File: src/rtl/p4_router_dequeue_scheduler.sv
// rtl/p4_router_dequeue_scheduler.sv - egress dequeue engine: queue arbitration, head-pointer lookup, buffer read and occupancy decrement
// Build option: define P4_ROUTER_DEQ_STRICT_PRIO_EN for strict-priority arbitration instead of round-robin.
module p4_router_dequeue_scheduler #(
    parameter int NUM_EGR_PORTS           = 4,
    parameter int NUM_QUEUES_PER_EGR_PORT = 8,
    parameter int NUM_QUEUES              = NUM_EGR_PORTS * NUM_QUEUES_PER_EGR_PORT,
    parameter int NUM_PAGES               = 256,
    parameter int WORDS_PER_PAGE          = 64,
    parameter int BYTES_PER_WORD          = 64,
    parameter int RSP_TIMEOUT             = 16
) (
    input  logic                                                 clk_i,
    input  logic                                                 areset_i,
    input  logic [NUM_QUEUES-1:0]                                queue_empty_i,
    input  logic [NUM_EGR_PORTS-1:0]                             egr_ready_i,
    output logic                                                 hp_arvalid_o,
    output logic [$clog2(NUM_QUEUES)-1:0]                        hp_araddr_o,
    input  logic                                                 hp_arready_i,
    input  logic                                                 hp_rvalid_i,
    input  logic [$clog2(NUM_PAGES)-1:0]                         hp_rdata_page_i,
    input  logic [$clog2(WORDS_PER_PAGE)-1:0]                    hp_rdata_word_i,
    output logic                                                 hp_rready_o,
    output logic                                                 buf_rd_valid_o,
    output logic [$clog2(NUM_PAGES)+$clog2(WORDS_PER_PAGE)-1:0]  buf_rd_addr_o,
    output logic [$clog2(NUM_QUEUES)-1:0]                        buf_rd_queue_o,
    output logic                                                 deq_occ_tvalid_o,
    output logic [15:0]                                          deq_occ_tdata_o,
    output logic [$clog2(NUM_QUEUES)-1:0]                        deq_occ_tuser_o,
    output logic                                                 rsp_timeout_err_o
);

    localparam int QW = $clog2(NUM_QUEUES);
    localparam int PW = $clog2(NUM_PAGES);
    localparam int WW = $clog2(WORDS_PER_PAGE);
    localparam int CW = $clog2(RSP_TIMEOUT + 1);

    localparam logic [2:0] ST_IDLE  = 3'd0;
    localparam logic [2:0] ST_REQ   = 3'd1;
    localparam logic [2:0] ST_WAIT  = 3'd2;
    localparam logic [2:0] ST_ISSUE = 3'd3;
    localparam logic [2:0] ST_HOLD  = 3'd4;

    logic [2:0]            state_q, state_d;
    logic [QW-1:0]         qsel_q, qsel_d;
    logic                  arvalid_q, arvalid_d;
    logic [CW-1:0]         cnt_q, cnt_d;
    logic                  buf_rd_valid_q, buf_rd_valid_d;
    logic [PW+WW-1:0]      buf_rd_addr_q, buf_rd_addr_d;
    logic [QW-1:0]         buf_rd_queue_q, buf_rd_queue_d;
    logic                  occ_tvalid_q, occ_tvalid_d;
    logic [15:0]           occ_tdata_q, occ_tdata_d;
    logic [QW-1:0]         occ_tuser_q, occ_tuser_d;
    logic                  err_q, err_d;

    logic [NUM_QUEUES-1:0] eligible;
    logic                  any_eligible;
    logic [QW-1:0]         winner;

    // A queue competes only while it holds data and its egress port has room.
    for (genvar g = 0; g < NUM_QUEUES; g++) begin : g_elig
        assign eligible[g] = ~queue_empty_i[g] & egr_ready_i[g / NUM_QUEUES_PER_EGR_PORT];
    end

`ifdef P4_ROUTER_DEQ_STRICT_PRIO_EN
    always_comb begin
        winner       = '0;
        any_eligible = 1'b0;
        for (int i = NUM_QUEUES - 1; i >= 0; i--) begin
            if (eligible[QW'(i)]) begin
                winner       = QW'(i);
                any_eligible = 1'b1;
            end
        end
    end
`else
    logic [QW-1:0] rr_q, rr_d;
    logic [QW-1:0] cand;

    // Search begins one past the last winner and wraps, so the last winner ranks lowest.
    always_comb begin
        winner       = '0;
        any_eligible = 1'b0;
        cand         = '0;
        for (int i = 1; i <= NUM_QUEUES; i++) begin
            cand = QW'((int'(rr_q) + i) % NUM_QUEUES);
            if (!any_eligible && eligible[cand]) begin
                winner       = cand;
                any_eligible = 1'b1;
            end
        end
    end

    always_comb begin
        rr_d = rr_q;
        if (state_q == ST_IDLE && any_eligible) begin
            rr_d = winner;
        end
    end

    always_ff @(posedge clk_i or posedge areset_i) begin
        if (areset_i) begin
            rr_q <= QW'(NUM_QUEUES - 1);
        end else begin
            rr_q <= rr_d;
        end
    end
`endif

    always_comb begin
        state_d        = state_q;
        qsel_d         = qsel_q;
        arvalid_d      = arvalid_q;
        cnt_d          = cnt_q;
        buf_rd_valid_d = 1'b0;
        buf_rd_addr_d  = buf_rd_addr_q;
        buf_rd_queue_d = buf_rd_queue_q;
        occ_tvalid_d   = 1'b0;
        occ_tdata_d    = occ_tdata_q;
        occ_tuser_d    = occ_tuser_q;
        err_d          = err_q;
        case (state_q)
            ST_IDLE: begin
                if (any_eligible) begin
                    qsel_d    = winner;
                    arvalid_d = 1'b1;
                    state_d   = ST_REQ;
                end
            end
            ST_REQ: begin
                if (hp_arready_i) begin
                    arvalid_d = 1'b0;
                    cnt_d     = '0;
                    state_d   = ST_WAIT;
                end
            end
            ST_WAIT: begin
                // Strobes are registered on the way into ISSUE so they are high for exactly that cycle.
                if (hp_rvalid_i) begin
                    buf_rd_valid_d = 1'b1;
                    buf_rd_addr_d  = {hp_rdata_page_i, hp_rdata_word_i};
                    buf_rd_queue_d = qsel_q;
                    occ_tvalid_d   = 1'b1;
                    occ_tdata_d    = 16'(BYTES_PER_WORD);
                    occ_tuser_d    = qsel_q;
                    state_d        = ST_ISSUE;
                end else if (cnt_q == CW'(RSP_TIMEOUT - 1)) begin
                    err_d   = 1'b1;
                    state_d = ST_IDLE;
                end else begin
                    cnt_d = cnt_q + CW'(1);
                end
            end
            ST_ISSUE: begin
                state_d = ST_HOLD;
            end
            ST_HOLD: begin
                state_d = ST_IDLE;
            end
            default: begin
                state_d = ST_IDLE;
            end
        endcase
    end

    always_ff @(posedge clk_i or posedge areset_i) begin
        if (areset_i) begin
            state_q        <= ST_IDLE;
            qsel_q         <= '0;
            arvalid_q      <= 1'b0;
            cnt_q          <= '0;
            buf_rd_valid_q <= 1'b0;
            buf_rd_addr_q  <= '0;
            buf_rd_queue_q <= '0;
            occ_tvalid_q   <= 1'b0;
            occ_tdata_q    <= '0;
            occ_tuser_q    <= '0;
            err_q          <= 1'b0;
        end else begin
            state_q        <= state_d;
            qsel_q         <= qsel_d;
            arvalid_q      <= arvalid_d;
            cnt_q          <= cnt_d;
            buf_rd_valid_q <= buf_rd_valid_d;
            buf_rd_addr_q  <= buf_rd_addr_d;
            buf_rd_queue_q <= buf_rd_queue_d;
            occ_tvalid_q   <= occ_tvalid_d;
            occ_tdata_q    <= occ_tdata_d;
            occ_tuser_q    <= occ_tuser_d;
            err_q          <= err_d;
        end
    end

    assign hp_arvalid_o      = arvalid_q;
    assign hp_araddr_o       = qsel_q;
    assign hp_rready_o       = 1'b1;
    assign buf_rd_valid_o    = buf_rd_valid_q;
    assign buf_rd_addr_o     = buf_rd_addr_q;
    assign buf_rd_queue_o    = buf_rd_queue_q;
    assign deq_occ_tvalid_o  = occ_tvalid_q;
    assign deq_occ_tdata_o   = occ_tdata_q;
    assign deq_occ_tuser_o   = occ_tuser_q;
    assign rsp_timeout_err_o = err_q;

endmodule

File: config.mk
export PLATFORM = sky130hd
export DESIGN_NAME = p4_router_dequeue_scheduler
export DESIGN_NICKNAME = d
export VERILOG_FILES = /design/src/rtl/p4_router_dequeue_scheduler.sv
export SDC_FILE = /design/constraint.sdc
export NUM_CORES = 1
export LEC_CHECK = 0
export ABC_CLOCK_PERIOD_IN_PS = 6500
export BUFFER_PORTS_ARGS = -buffer_cell sky130_fd_sc_hd__buf_2
export CAP_MARGIN = 40
export CORE_AREA = 10 10 145 147
export CTS_CLUSTER_DIAMETER = 100
export DETAILED_ROUTE_END_ITERATION = 12
export DIE_AREA = 0 0 155 157
export MAX_ROUTING_LAYER = met4
export PLACE_DENSITY = 0.61
export SLEW_MARGIN = 5
export SYNTH_ARGS = -nofsm -noshare
export SYNTH_HDL_FRONTEND = slang
export SYNTH_SLANG_ARGS = --single-unit
File: constraint.sdc
create_clock -name clk_i -period 6.5 [get_ports clk_i]
set_clock_uncertainty 0.05 [all_clocks]
set_input_delay 0.65 -clock clk_i [delete_from_list [all_inputs] [get_ports clk_i]]
set_output_delay 0.65 -clock clk_i [all_outputs]
set_load 0.005 [all_outputs]
==> metrics.md <==
| Metric | Value |
|---|---|
| Outcome | `complete, no violations` |
| Clock Latency Late Sink | `0.28 ns` |
| Cell Chain, Critical Path | `clkinv_1 > buf_4 > ha_1 > inv_1 > a21boi_0 > xnor2_1 > mux4_2 > or3_4 > nor4b_4 > nand4_1 > o32a_1 > a22o_1 > or4_1 > a211o_1 > nand2_1` |
| Final Hold Violating Endpoints | `0` |
| Crit path capture type | `register` |
| CTS clk-pin slew, worst paths | `0.06 ns` |
| Fin crit period | `5.703 ns` |
| Total wire length | `32.04 mm` |
| Main area contributors after synthesis | `mux4_2 13%, dfrtp_1 12%, mux2i_1 7.6%` |
| CP Max Fanout | `14` |
| Final setup vio count | `0` |
| Synth Register Bits | `41` |
| Initial antenna violation count | `1` |
| Synth Instances | `968` |
| Post-synth EDFFs | `0` |
| Unrepaired setup endpoints after global routing | `false` |
| Drt via density | `6.792` |
| Top sig layer | `met4` |
| Vias in the first global route | `8,201` |
| Top Ports | `104` |
| Synth area leader | `mux4_2` |
| Async SR Flop Fraction | `100.0%` |
| Max cap viols | `0` |
| H-tree levels | `2` |
| First-pass DRT Iterations | `6` |
| Met2 Routed Length | `14.23 mm` |
| Syn_area_per_cell | `8.046 µm²` |
| Layout fillers | `1,795` |
| Slew Limit Fails | `0` |
| Setup TNS | `0 ns` |
| Hpwl dp | `25.13 mm` |
| DIE WIDTH | `155 µm` |
| FF-to-FF setup slack | `0.80 ns` |
| Port Buffers | `87` |
| Final Cell Area | `0.008610 mm²` |
| Drt wl/cell | `25.17 µm` |
| CTS-repair resized insts | `0` |
| Util after Layout | `46.97%` |
| R2R Path End | `rr_q[2]` |
| Die extent in y | `157 µm` |
| Global-route wire length before repair | `49.35 mm` |
| CP max-delay cell | `mux4_2` |
| Reg2reg path depth | `15` |
| CTS root buf | `clkbuf_16` |
| WP data required | `6.67 ns` |
| Share of the synthesized area in the top cell type | `13.01%` |
| CTS tree | `built` |
| Layout cells sized above 1 | `23.70%` |
| Hold_sp | `rsp_timeout_err_o` |
| Fin nets | `1,105` |
| DR iter-0 viols | `1,154` |
| Hold Path Stages | `1` |
| Cell Area, Synth | `0.007789 mm²` |
| Clock Tree Buf Depth | `2` |
| Total GRT Usage | `26.21%` |
| Vias | `8,646` |
| Num rows | `50` |
| Post-synthesis sequential area ratio | `13.25%` |
| Metal-1 WL | `12.28 mm` |
| Tcrit/Tclk final | `87.74%` |
| Initial Utilization | `42.49%` |
| Worst hold endpoint | `rsp_timeout_err_o` |
| Startpoint Class | `register` |
| Synth warn | `0` |
| Tightest Pin Transition | `0.9659 ns` |
| Total CTS buffers | `5` |
| RePlAce Congestion | `1.020` |
| Die ar. | `0.02434 mm²` |
| Cell Area, Placed | `0.008454 mm²` |
| Predominant post-synthesis flop cell | `dfrtp_1` |
| Hold-fix buffers at CTS | `0` |
| Worst reg2reg path startpoint | `rr_q[0]` |
| Max Freq | `175.3 MHz` |
| Clk sinks | `41` |
| Synth unique cells | `79` |
| Worst EP arrival | `5.87 ns` |
| Hold Path Class | `register to register` |
| Final ANT Viol Nets | `0` |
| Largest net degree at the start of global routing | `47` |
| CP Class | `register to register` |
| GRT Residual Overflow | `0` |
| Relative slew margins | `35.01%` |
| Wire length on met3 | `4.169 mm` |
| Post-CTS setup buffer count | `0` |
| Drt drc | `0` |
| Crit path largest cell delay | `0.71 ns` |
| Area grow syn2layout | `10.54%` |
| Core area | `0.01833 mm²` |
[flip-flops by register name, indices dropped and copies added, names as in the netlist]
signal / cells
buf_rd_addr_o: 14
cnt_q: 5
deq_occ_tuser_o: 5
hp_araddr_o: 5
rr_q: 5
state_q: 3
deq_occ_tdata_o: 1
deq_occ_tvalid_o: 1
hp_arvalid_o: 1
rsp_timeout_err_o: 1
[metal layers]
| metal | GRT usage [%] | vias to the layer above |
|---|---|---|
| met3 | 5.950 | 95 |
| li1 | - | 3842 |
| met5 | - | - |
| met4 | 10.48 | 0 |
| met1 | 32.92 | 4115 |
| met2 | 40.13 | 594 |
[Yosys cell counts (8+ instances only)]
cell and number:
a21o_1 9, a21oi_1 57, a221oi_1 9, a22oi_1 9, and2_1 27, buf_2 13
buf_4 27, clkbuf_1 37, dfrtp_1 36, ha_1 14, inv_1 15, mux2_2 35
mux2i_1 59, mux4_2 45, nand2_1 106, nand2b_1 17, nand3_1 32, nand4_1 48
nor2_1 55, nor2b_1 18, nor3_1 21, nor3b_1 8, o211ai_1 12, o21ai_0 41
o221ai_1 9, o22ai_1 26, or2_2 10, xnor2_1 24, xor2_1 12
[layout make-up]
cell class	count	area, µm²	area share [%]
antenna	1	2.502	0.02907
clock buffer	6	138.9	1.613
clock inverter	2	13.76	0.1599
inverter	18	67.56	0.7848
multi-input combinational	837	6266	72.78
sequential	41	1032	11.99
tap	234	292.8	3.401
timing repair buffer	134	795.8	9.243
[worst max-delay path, delay by kind of cell (launching register included)]
family / cells / cell delay, ns
adders and majority gates: 1 / 0.40
buffers and inverters: 3 / 0.61
and+or+nand+nor: 5 / 1.79
muxes: 1 / 0.71
DFF: 1 / 0.53
xor gates and xnor gates: 1 / 0.54
AOI/OAI and AO/OA: 4 / 1.01
[how the worst max path moves through the flow]
| stage | start | end | cells after the start | slack, ns |
|---|---|---|---|---|
| 5_1_grt | rr_q[0] | rr_q[0] | 14 | 0.53 |
| 3_5_place_dp | rr_q[0] | hp_araddr_o[2] | 15 | 0.95 |
| 2_1_floorplan | rr_q[1] | hp_araddr_o[2] | 19 | 1.39 |
| 4_1_cts | rr_q[0] | hp_araddr_o[2] | 15 | 0.91 |
| 3_3_place_gp | rr_q[0] | hp_araddr_o[2] | 15 | 0.90 |
| 6_report | rr_q[0] | rr_q[2] | 15 | 0.80 |
[placed cells by master, fill, tap and decap left out, drive strengths merged, types with 7 or more instances in the layout]
master,Yosys,final
o22ai,26,26
nor3b,8,8
mux2i,59,59
o22a,7,7
a22oi,9,9
nor2b,18,18
xor2,12,12
o21ai,42,42
a21oi,57,57
dfrtp,36,36
xnor2,25,25
or2,10,10
nand2b,17,17
nand3,32,32
mux4,45,45
o221ai,9,9
o211ai,12,12
a21boi,8,8
nand2,106,106
a211oi,7,7
mux2,35,35
a21o,9,9
inv,17,16
ha,14,14
and2,27,27
a31oi,7,7
nor2,55,55
nor4,8,8
a221oi,10,10
nand4,48,48
conb,2,16
nor3,21,21
buf,49,134
[metrics by stage]
stage	instances	hold WS, ns	setup slack (ns)
finish	1273	0.4064	0.7967
global route	1273	0.4366	0.5336
CTS	1272	0.4046	0.9112
detailed placement	1264	0.3921	0.9453
global placement	1261	0.3894	0.9045
floorplan	982	0.4010	1.390
[cells by family (layout without fill, tap and decap cells)]
kind of cell,count (synthesis),after routing,share of synthesized area [%]
AOI/OAI and AO/OA,253,253,22.07
xor gates and xnor gates,37,37,4.257
adders and majority gates,14,14,2.249
buffers and inverters,104,160,6.972
DFF,41,41,13.25
muxes,139,139,25.65
other,2,17,0.09642
and+or+nand+nor,378,378,25.45
Power is left out: the tool's default activity adds up to more than one toggle a clock period on the data nets, which glitch-free logic cannot reach.
